**config.mk**
```make
export PLATFORM = sky130hd
export DESIGN_NAME = sr_rw_ctrl_flat
export DESIGN_NICKNAME = d
export VERILOG_FILES = /design/src/rtl/sr_rw_ctrl_if.sv /design/src/rtl/sr_rw_ctrl.sv /design/src/flat_wrapper.sv
export SDC_FILE = /design/constraint.sdc
export NUM_CORES = 1
export LEC_CHECK = 0
export ABC_AREA = 0
export BUFFER_PORTS_ARGS = -buffer_cell sky130_fd_sc_hd__buf_2
export CAP_MARGIN = 10
export CELL_PAD_IN_SITES_DETAIL_PLACEMENT = 1
export CELL_PAD_IN_SITES_GLOBAL_PLACEMENT = 1
export CORE_MARGIN = 2
export CORE_UTILIZATION = 35
export DETAILED_ROUTE_END_ITERATION = 12
export GPL_TIMING_DRIVEN = 0
export PLACE_DENSITY_LB_ADDON = 0.1
export SYNTH_ARGS = -nofsm -noshare
export SYNTH_HDL_FRONTEND = slang
export SYNTH_SLANG_ARGS = --single-unit
```
**constraint.sdc**
```tcl
create_clock -name clk -period 16 [get_ports clk]
set_clock_uncertainty 0.05 [all_clocks]
set_input_delay 1.6 -clock clk [delete_from_list [all_inputs] [get_ports clk]]
set_output_delay 1.6 -clock clk [all_outputs]
set_load 0.01 [all_outputs]
```
**src/rtl/sr_rw_ctrl_if.sv**
```systemverilog
// Host-side handshake of the shift-register read/write controller:
// write word and start request in, busy/done status and readback word out.
interface sr_rw_ctrl_if #(
    parameter int DATA_WIDTH = 170
) ();
    logic [DATA_WIDTH-1:0] din;
    logic                  start;
    logic                  busy;
    logic                  done;
    logic [DATA_WIDTH-1:0] dout;

    modport master (
        output din,
        output start,
        input  busy,
        input  done,
        input  dout
    );

    modport slave (
        input  din,
        input  start,
        output busy,
        output done,
        output dout
    );
endinterface

```
**src/rtl/sr_rw_ctrl.sv**
```systemverilog
// Serialises a latched word into a configuration shift-register chain with a divided
// shift clock, captures the chain's readback, then pulses load and reports the readback.
module sr_rw_ctrl #(
    parameter int DATA_WIDTH      = 170,
    parameter int CNT_WIDTH       = 8,
    parameter int SHIFT_DIRECTION = 1,
    parameter int CLK_DIV         = 2,
    parameter int DIV_WIDTH       = 4
) (
    input  logic             clk,
    input  logic             rst,
    sr_rw_ctrl_if.slave      host,
    output logic             sr_clk,
    output logic             sr_data_out,
    input  logic             sr_data_in,
    output logic             sr_load
);

    typedef enum logic [1:0] {
        IDLE,
        SHIFT_LO,
        SHIFT_HI,
        LOAD
    } state_t;

    localparam logic [CNT_WIDTH-1:0]  BIT_LAST = CNT_WIDTH'(DATA_WIDTH - 1);
    localparam logic [DIV_WIDTH-1:0]  DIV_LAST = DIV_WIDTH'(CLK_DIV - 1);
    localparam logic [DATA_WIDTH-1:0] ONE      = DATA_WIDTH'(1);

    state_t                state, state_n;
    logic [DATA_WIDTH-1:0] wr, wr_n;
    logic [DATA_WIDTH-1:0] rd, rd_n;
    logic [CNT_WIDTH-1:0]  bit_cnt, bit_n;
    logic [DIV_WIDTH-1:0]  div_cnt, div_n;
    logic [DATA_WIDTH-1:0] dout_q, dout_n;
    logic                  busy_q, busy_n;
    logic                  done_q, done_n;
    logic                  sr_clk_n, sr_data_out_n, sr_load_n;

    logic                  phase_end;
    logic [CNT_WIDTH-1:0]  in_idx, out_idx;
    logic [DATA_WIDTH-1:0] wr_shifted;

    assign host.busy = busy_q;
    assign host.done = done_q;
    assign host.dout = dout_q;

    always_comb begin
        state_n   = state;
        wr_n      = wr;
        rd_n      = rd;
        bit_n     = bit_cnt;
        div_n     = div_cnt;
        dout_n    = dout_q;
        done_n    = 1'b0;
        phase_end = (div_cnt == DIV_LAST);
        in_idx    = (SHIFT_DIRECTION != 0) ? (BIT_LAST - bit_cnt) : bit_cnt;

        case (state)
            IDLE: begin
                if (host.start) begin
                    wr_n    = host.din;
                    bit_n   = '0;
                    div_n   = '0;
                    state_n = SHIFT_LO;
                end
            end
            SHIFT_LO: begin
                if (phase_end) begin
                    // Bit-position write via masks keeps the index width independent of DATA_WIDTH.
                    rd_n    = (rd & ~(ONE << in_idx))
                              | (DATA_WIDTH'(sr_data_in) << in_idx);
                    div_n   = '0;
                    state_n = SHIFT_HI;
                end else begin
                    div_n = div_cnt + DIV_WIDTH'(1);
                end
            end
            SHIFT_HI: begin
                if (phase_end) begin
                    div_n   = '0;
                    bit_n   = bit_cnt + CNT_WIDTH'(1);
                    state_n = (bit_cnt == BIT_LAST) ? LOAD : SHIFT_LO;
                end else begin
                    div_n = div_cnt + DIV_WIDTH'(1);
                end
            end
            LOAD: begin
                if (phase_end) begin
                    div_n   = '0;
                    dout_n  = rd;
                    done_n  = 1'b1;
                    state_n = IDLE;
                end else begin
                    div_n = div_cnt + DIV_WIDTH'(1);
                end
            end
            default: state_n = IDLE;
        endcase

        // Outputs are decoded from the next state so they come straight from flops.
        out_idx       = (SHIFT_DIRECTION != 0) ? (BIT_LAST - bit_n) : bit_n;
        wr_shifted    = wr_n >> out_idx;
        busy_n        = (state_n != IDLE);
        sr_clk_n      = (state_n == SHIFT_HI);
        sr_load_n     = (state_n == LOAD);
        sr_data_out_n = ((state_n == SHIFT_LO) || (state_n == SHIFT_HI)) ? wr_shifted[0] : 1'b0;
    end

    always_ff @(posedge clk or posedge rst) begin
        if (rst) begin
            state       <= IDLE;
            wr          <= '0;
            rd          <= '0;
            bit_cnt     <= '0;
            div_cnt     <= '0;
            dout_q      <= '0;
            busy_q      <= 1'b0;
            done_q      <= 1'b0;
            sr_clk      <= 1'b0;
            sr_data_out <= 1'b0;
            sr_load     <= 1'b0;
        end else begin
            state       <= state_n;
            wr          <= wr_n;
            rd          <= rd_n;
            bit_cnt     <= bit_n;
            div_cnt     <= div_n;
            dout_q      <= dout_n;
            busy_q      <= busy_n;
            done_q      <= done_n;
            sr_clk      <= sr_clk_n;
            sr_data_out <= sr_data_out_n;
            sr_load     <= sr_load_n;
        end
    end

endmodule

```
**src/flat_wrapper.sv**
```systemverilog
// flat-port wrapper written by rule: the top's interface ports become plain ports
module sr_rw_ctrl_flat 
#(
    parameter int DATA_WIDTH      = 170,
    parameter int CNT_WIDTH       = 8,
    parameter int SHIFT_DIRECTION = 1,
    parameter int CLK_DIV         = 2,
    parameter int DIV_WIDTH       = 4
)
  (clk, rst, sr_clk, sr_data_out, sr_data_in, sr_load, host_din, host_start, host_busy, host_done, host_dout);
  sr_rw_ctrl_if #(.DATA_WIDTH(DATA_WIDTH)) host_i ();
  input  logic clk;
  input  logic rst;
  output logic sr_clk;
  output logic sr_data_out;
  input  logic sr_data_in;
  output logic sr_load;
  input wire logic [$bits(host_i.din)-1:0] host_din;
  input wire logic [$bits(host_i.start)-1:0] host_start;
  output wire logic [$bits(host_i.busy)-1:0] host_busy;
  output wire logic [$bits(host_i.done)-1:0] host_done;
  output wire logic [$bits(host_i.dout)-1:0] host_dout;
  assign host_i.din = host_din;
  assign host_i.start = host_start;
  assign host_busy = host_i.busy;
  assign host_done = host_i.done;
  assign host_dout = host_i.dout;
  sr_rw_ctrl #(.DATA_WIDTH(DATA_WIDTH), .CNT_WIDTH(CNT_WIDTH), .SHIFT_DIRECTION(SHIFT_DIRECTION), .CLK_DIV(CLK_DIV), .DIV_WIDTH(DIV_WIDTH)) u_core (.clk(clk), .rst(rst), .host(host_i), .sr_clk(sr_clk), .sr_data_out(sr_data_out), .sr_data_in(sr_data_in), .sr_load(sr_load));
endmodule
```
# Word level (Yosys, flattened, before mapping)
# Index checks and enable logic that the tools add are counted.
# classes
n_addsub	4
n_eq_ne	9
n_shift	3
mux	17
bitwise	3
reduce_logical	6
# ops
op	n
two-way mux 170 bit	2
AND 170 bit	1
NOT 170 bit	1
bitwise OR 170 bit	1
left shift 1 x 8 -> 170 bit	1
left shift 1 x 8 -> 170 bit, first input constant	1
right shift 170 x 8 -> 1 bit	1
two-way mux 8 bit	2
case mux 8 bit (2 select lines)	1
subtractor 8 bit, first input constant	2
two-way mux 2 bit	5
adder 8 x 1 -> 8 bit, second input constant	1
== test 2 bit, second input constant	4
== test 8 bit, second input constant	1
two-way mux 4 bit	2
case mux 2 bit (4 select lines)	1
case mux 4 bit (2 select lines)	1
adder 4 x 1 -> 4 bit, second input constant	1
== test 2 x 1 -> 1 bit, second input constant	2
== test 4 x 1 -> 1 bit, second input constant	1
AND reduction 2 bit	2
two-way mux 1 bit	3
OR reduction 3 bit	1
zero test 2 bit	1
3 further kinds	3
# word_totals
ff_bits	529
input_bits	174
out_inout_bits	175

# Logic depth before layout (Yosys ltp)
# logic_depth
ltp_word	7
depth_mapped	18
mapped_depth_nobuf	15

# Worst setup path before layout
# Ideal clock, no wire load.
# synth_path
path_kind	input-to-reg
start	input port host_start
end	register u_core.sr_data_out
arrival_ns	4.250
t_required_ns	15.813
setup_slack_ns	11.563
stages	14
path_buffers	1
path_cell_list	or3b_2 -> nand2_1 -> o21ai_0 -> clkinv_1 -> ha_1 -> inv_1 -> xnor2_4 -> buf_4 -> mux4_2 -> o22a_1 -> o221ai_1 -> nor3_1 -> o31ai_1 -> o211ai_2
# synth_via
elab_chain_cells	5
word_cells_on_any_way	12
# synth_lines
element	line	rtl
start, declared	flat_wrapper.sv:19	input wire logic [$bits(host_i.start)-1:0] host_start;
two-way mux 8 bit or two-way mux 2 bit (tied branches)	sr_rw_ctrl.sv:61	if (host.start) begin
case mux 8 bit (2 select lines) or case mux 2 bit (4 select lines) (tied branches)	sr_rw_ctrl.sv:59	case (state)
subtractor 8 bit, or another cell as far along	sr_rw_ctrl.sv:102	out_idx = (SHIFT_DIRECTION != 0) ? (BIT_LAST - bit_n) : bit_n;
right shift 170 x 8 -> 1 bit or logical OR 1 bit (tied branches)	sr_rw_ctrl.sv:103, sr_rw_ctrl.sv:107	
two-way mux 1 bit *	sr_rw_ctrl.sv:107	sr_data_out_n = ((state_n == SHIFT_LO) || (state_n == SHIFT_HI)) ? wr_shifted[0] : 1'b0;
net u_core.sr_data_out_n	sr_rw_ctrl.sv:38	logic sr_clk_n, sr_data_out_n, sr_load_n;
end signal, assigned	sr_rw_ctrl.sv:133	sr_data_out <= sr_data_out_n;
end, declared	sr_rw_ctrl.sv:14	output logic sr_data_out,
# Mark *: on every way through the listed nets, which the timed path passes. The rest lies on a longest branch.
# A chain may end at the register's enable or synchronous reset.

# Worst setup path in the final report
# Same ends and word-level chain as after synthesis.

==> flow_summary.ini <==
[logic_synthesis]
synth-seq-area-share_pct = 59.04
avgSynthCellArea_um2 = 9.445
yosysWarningCount = 0
synthFlopType = dfrtp_1
synth_top_area_share_pct = 59.04
yosys-top-cells-area = dfrtp_1 59%, nand2_1 20%, a22o_1 6.6%
synth.distinct_cells = 64
synth_edf_count = 0
ys_ff_latch = 529
synth-async-reset-ratio_pct = 100.0
synth_area_um2 = 22420
syn_nets = 2560
syn-instance-count = 2374
synth_largest_area_cell = dfrtp_1

[drt]
routed_via_density = 4.966
num_vias = 18360
top_layer = met5
wl_met1_um = 30850
antenna_left = 0
wl_met2_um = 38260
wl_per_cell_um = 20.20
drt-pass1-iter-count = 7
wl_met3_um = 3565
wirelength_um = 74640
drtIter0Drc = 1046
drc = 0

[placed_design]
portBuffers = 348
post-dp-hpwl_um = 54690
gp_congestion = 0.8223
place_area_um2 = 25530
pre_cts_ws_ps = 10450

[finish]
fillers = 7317
area_growth_pct = 22.99
drive_above_1_share_pct = 17.87
postLayoutCellArea_um2 = 27580
mostFrequentLayoutCells = 1224 x nand2_1, 529 x dfrtp_1, 352 x buf_2
layout_commonest_cell = nand2_1
num-nets-final = 2985

[clock_tree]
hold_buffers = 0
path_clk_slew_ps = 60
clockBufferDepth = 3
clkLatencyLatePin_ps = 610
cts-htree-levels = 2
ctsResizeCount = 0
numCtsBuffers = 60
cts_root_buf = clkbuf_16
cts_tree = built
cts_setup_buffers = 0
cts_sinks = 529

[sta]
finalHoldViolCount = 0
fin_crit_ps = 4896
min_period_over_period_pct = 30.60
timing.fmax_ghz = 0.2042
fin_setup_tns_ps = 0
worst_slack_ps = 11100
rsz0062_at_grt = false
maxSlewHeadroom_pct = 35.23
whs_ps = 418.4
worst_pin_slew_ps = 971.5
setup_viol = 0
drv_slew = 0

[global_routing]
grt_pass1_wl_um = 115800
grt_remaining_overflow = 0
grtUsageTotal_pct = 22.54
grt_pass1_vias = 19930
grt_max_degree = 44
antenna_found_initial = 11

[floorplanning]
start_util_pct = 35.48
dieArea_um2 = 66100
coreArea_um2 = 63200
fp.dieH_um = 257.1
die_w_um = 257.1
pin_count = 349
num_rows = 92

[setup_path]
crit_path_end_kind = flop
required_ps = 16420
path_max_fanout = 10
worstSetupPathType = in2reg
cp_data_arrival_time_ps = 5320
cp-start-kind = input port

[power_and_ir_drop]
power_frac_seq_pct = 47.4
p_leak_nw = 14.50
p_per_area_nw_per_um2 = 104.6
p_clk_share_pct = 49.0
power.share.combinational_pct = 3.6
netSwitchingPower_w = 0.0006303
p_sw_share_pct = 21.85
ir_drop_mv = 0.07797
power_w = 0.002884
intPower_w = 0.002254

[flow_run]
maxCapViolCount = 0

[run_status]
outcome = completed

[hold_path]
hold_path.class = reg2reg
## state kept, by name, indices dropped and copies added, names as in the netlist
| signal | count |
|---|---|
| u_core.host.dout | 170 |
| u_core.sr_clk | 1 |
| u_core.sr_data_out | 1 |
| u_core.div_cnt | 4 |
| u_core.wr | 170 |
| u_core.host.done | 1 |
| u_core.sr_load | 1 |
| u_core.host.busy | 1 |
| u_core.rd | 170 |
| u_core.bit_cnt | 8 |
| u_core.state | 2 |
## critical path, cell delays in order
cell	delay, ps
buf_2	130
or3b_2	230
nand2_1	50
o21ai_0	380
clkinv_1	470
ha_1	400
inv_1	190
xnor2_4	230
buf_6	250
buf_8	190
mux4_2	330
mux2i_1	250
o22ai_1	140
o31ai_1	320
o211ai_2	130
## power by group through the flow
stage	sequential [W]	clock (W)	combinational [W]
floorplan	0.00139	0	0.0000523
global placement	0.00139	0	0.0000949
detailed placement	0.00139	0	0.000107
CTS	0.00137	0.00145	0.000108
global route	0.00137	0.00151	0.000118
finish	0.00137	0.00141	0.000104
## path summary, 6_finish.rpt
path / depth (start not counted) / slack (ps) / end / startpoint
worst min register to register: 2 / 420 / u_core.wr[156] / u_core.wr[156]
max in group asynchronous: 6 / 13680 / u_core.host.dout[126] / rst
worst max register to register: 16 / 11100 / u_core.sr_data_out / u_core.div_cnt[1]
worst max-delay path: 15 / 11100 / u_core.sr_data_out / host_start
min in group asynchronous: 2 / 900 / u_core.wr[15] / rst
worst min-delay path: 2 / 420 / u_core.wr[156] / u_core.wr[156]
## routing by layer
layer | GRT usage (%) | vias to the layer above
li1 | - | 8618
met5 | 0 | -
met4 | 5.927 | 20
met2 | 40.53 | 362
met3 | 4.324 | 122
met1 | 27.57 | 9234
## Yosys cell counts (4+ instances only)
| library cell | number |
|---|---|
| buf_1 | 29 |
| a21oi_1 | 8 |
| or3_1 | 6 |
| nand4_1 | 4 |
| nor3b_1 | 4 |
| mux2_2 | 5 |
| nand3_1 | 19 |
| mux2i_1 | 44 |
| inv_1 | 17 |
| clkbuf_1 | 95 |
| buf_2 | 4 |
| nor2_1 | 65 |
| o21ai_0 | 12 |
| o211ai_1 | 10 |
| and3_1 | 6 |
| dfrtp_1 | 529 |
| o22ai_1 | 7 |
| nor2b_1 | 5 |
| nor3_1 | 6 |
| nand2_1 | 1224 |
| xnor2_1 | 10 |
| mux4_2 | 24 |
| ha_1 | 12 |
| a22o_1 | 170 |
## cell type report
class | count | area [µm²] | area share, %
flip-flops and latches | 529 | 13240 | 48.00
multi-input cells | 1692 | 8559 | 31.04
repair buffers | 363 | 2042 | 7.405
clock buffers | 94 | 1851 | 6.711
well taps | 846 | 1059 | 3.838
plain buffers | 134 | 553.0 | 2.005
clock inverters | 18 | 197.7 | 0.7169
inverters | 19 | 75.07 | 0.2722
diodes | 1 | 2.502 | 0.009074
## metrics by stage
| step | utilization (%) | cells |
|---|---|---|
| 4_1_cts | 43.63 | 3695 |
| 2_1_floorplan | - | 2374 |
| 6_report | 43.64 | 3696 |
| 5_1_grt | 43.63 | 3695 |
| 3_3_place_gp | 39.92 | 3568 |
| 3_5_place_dp | 40.39 | 3583 |
## cells by family (layout without fill, tap and decap cells)
logic type	Yosys count	after routing	synth area share, %
simple gates	1352	1352	23.31
mux	74	74	4.676
flops	529	529	59.04
fa+ha+maj	12	12	0.6696
other cells	0	1	0
xor+xnor	15	15	0.7032
buf+inv	153	628	2.785
compound gates	239	239	8.817
(Power assumes the default switching activity.)
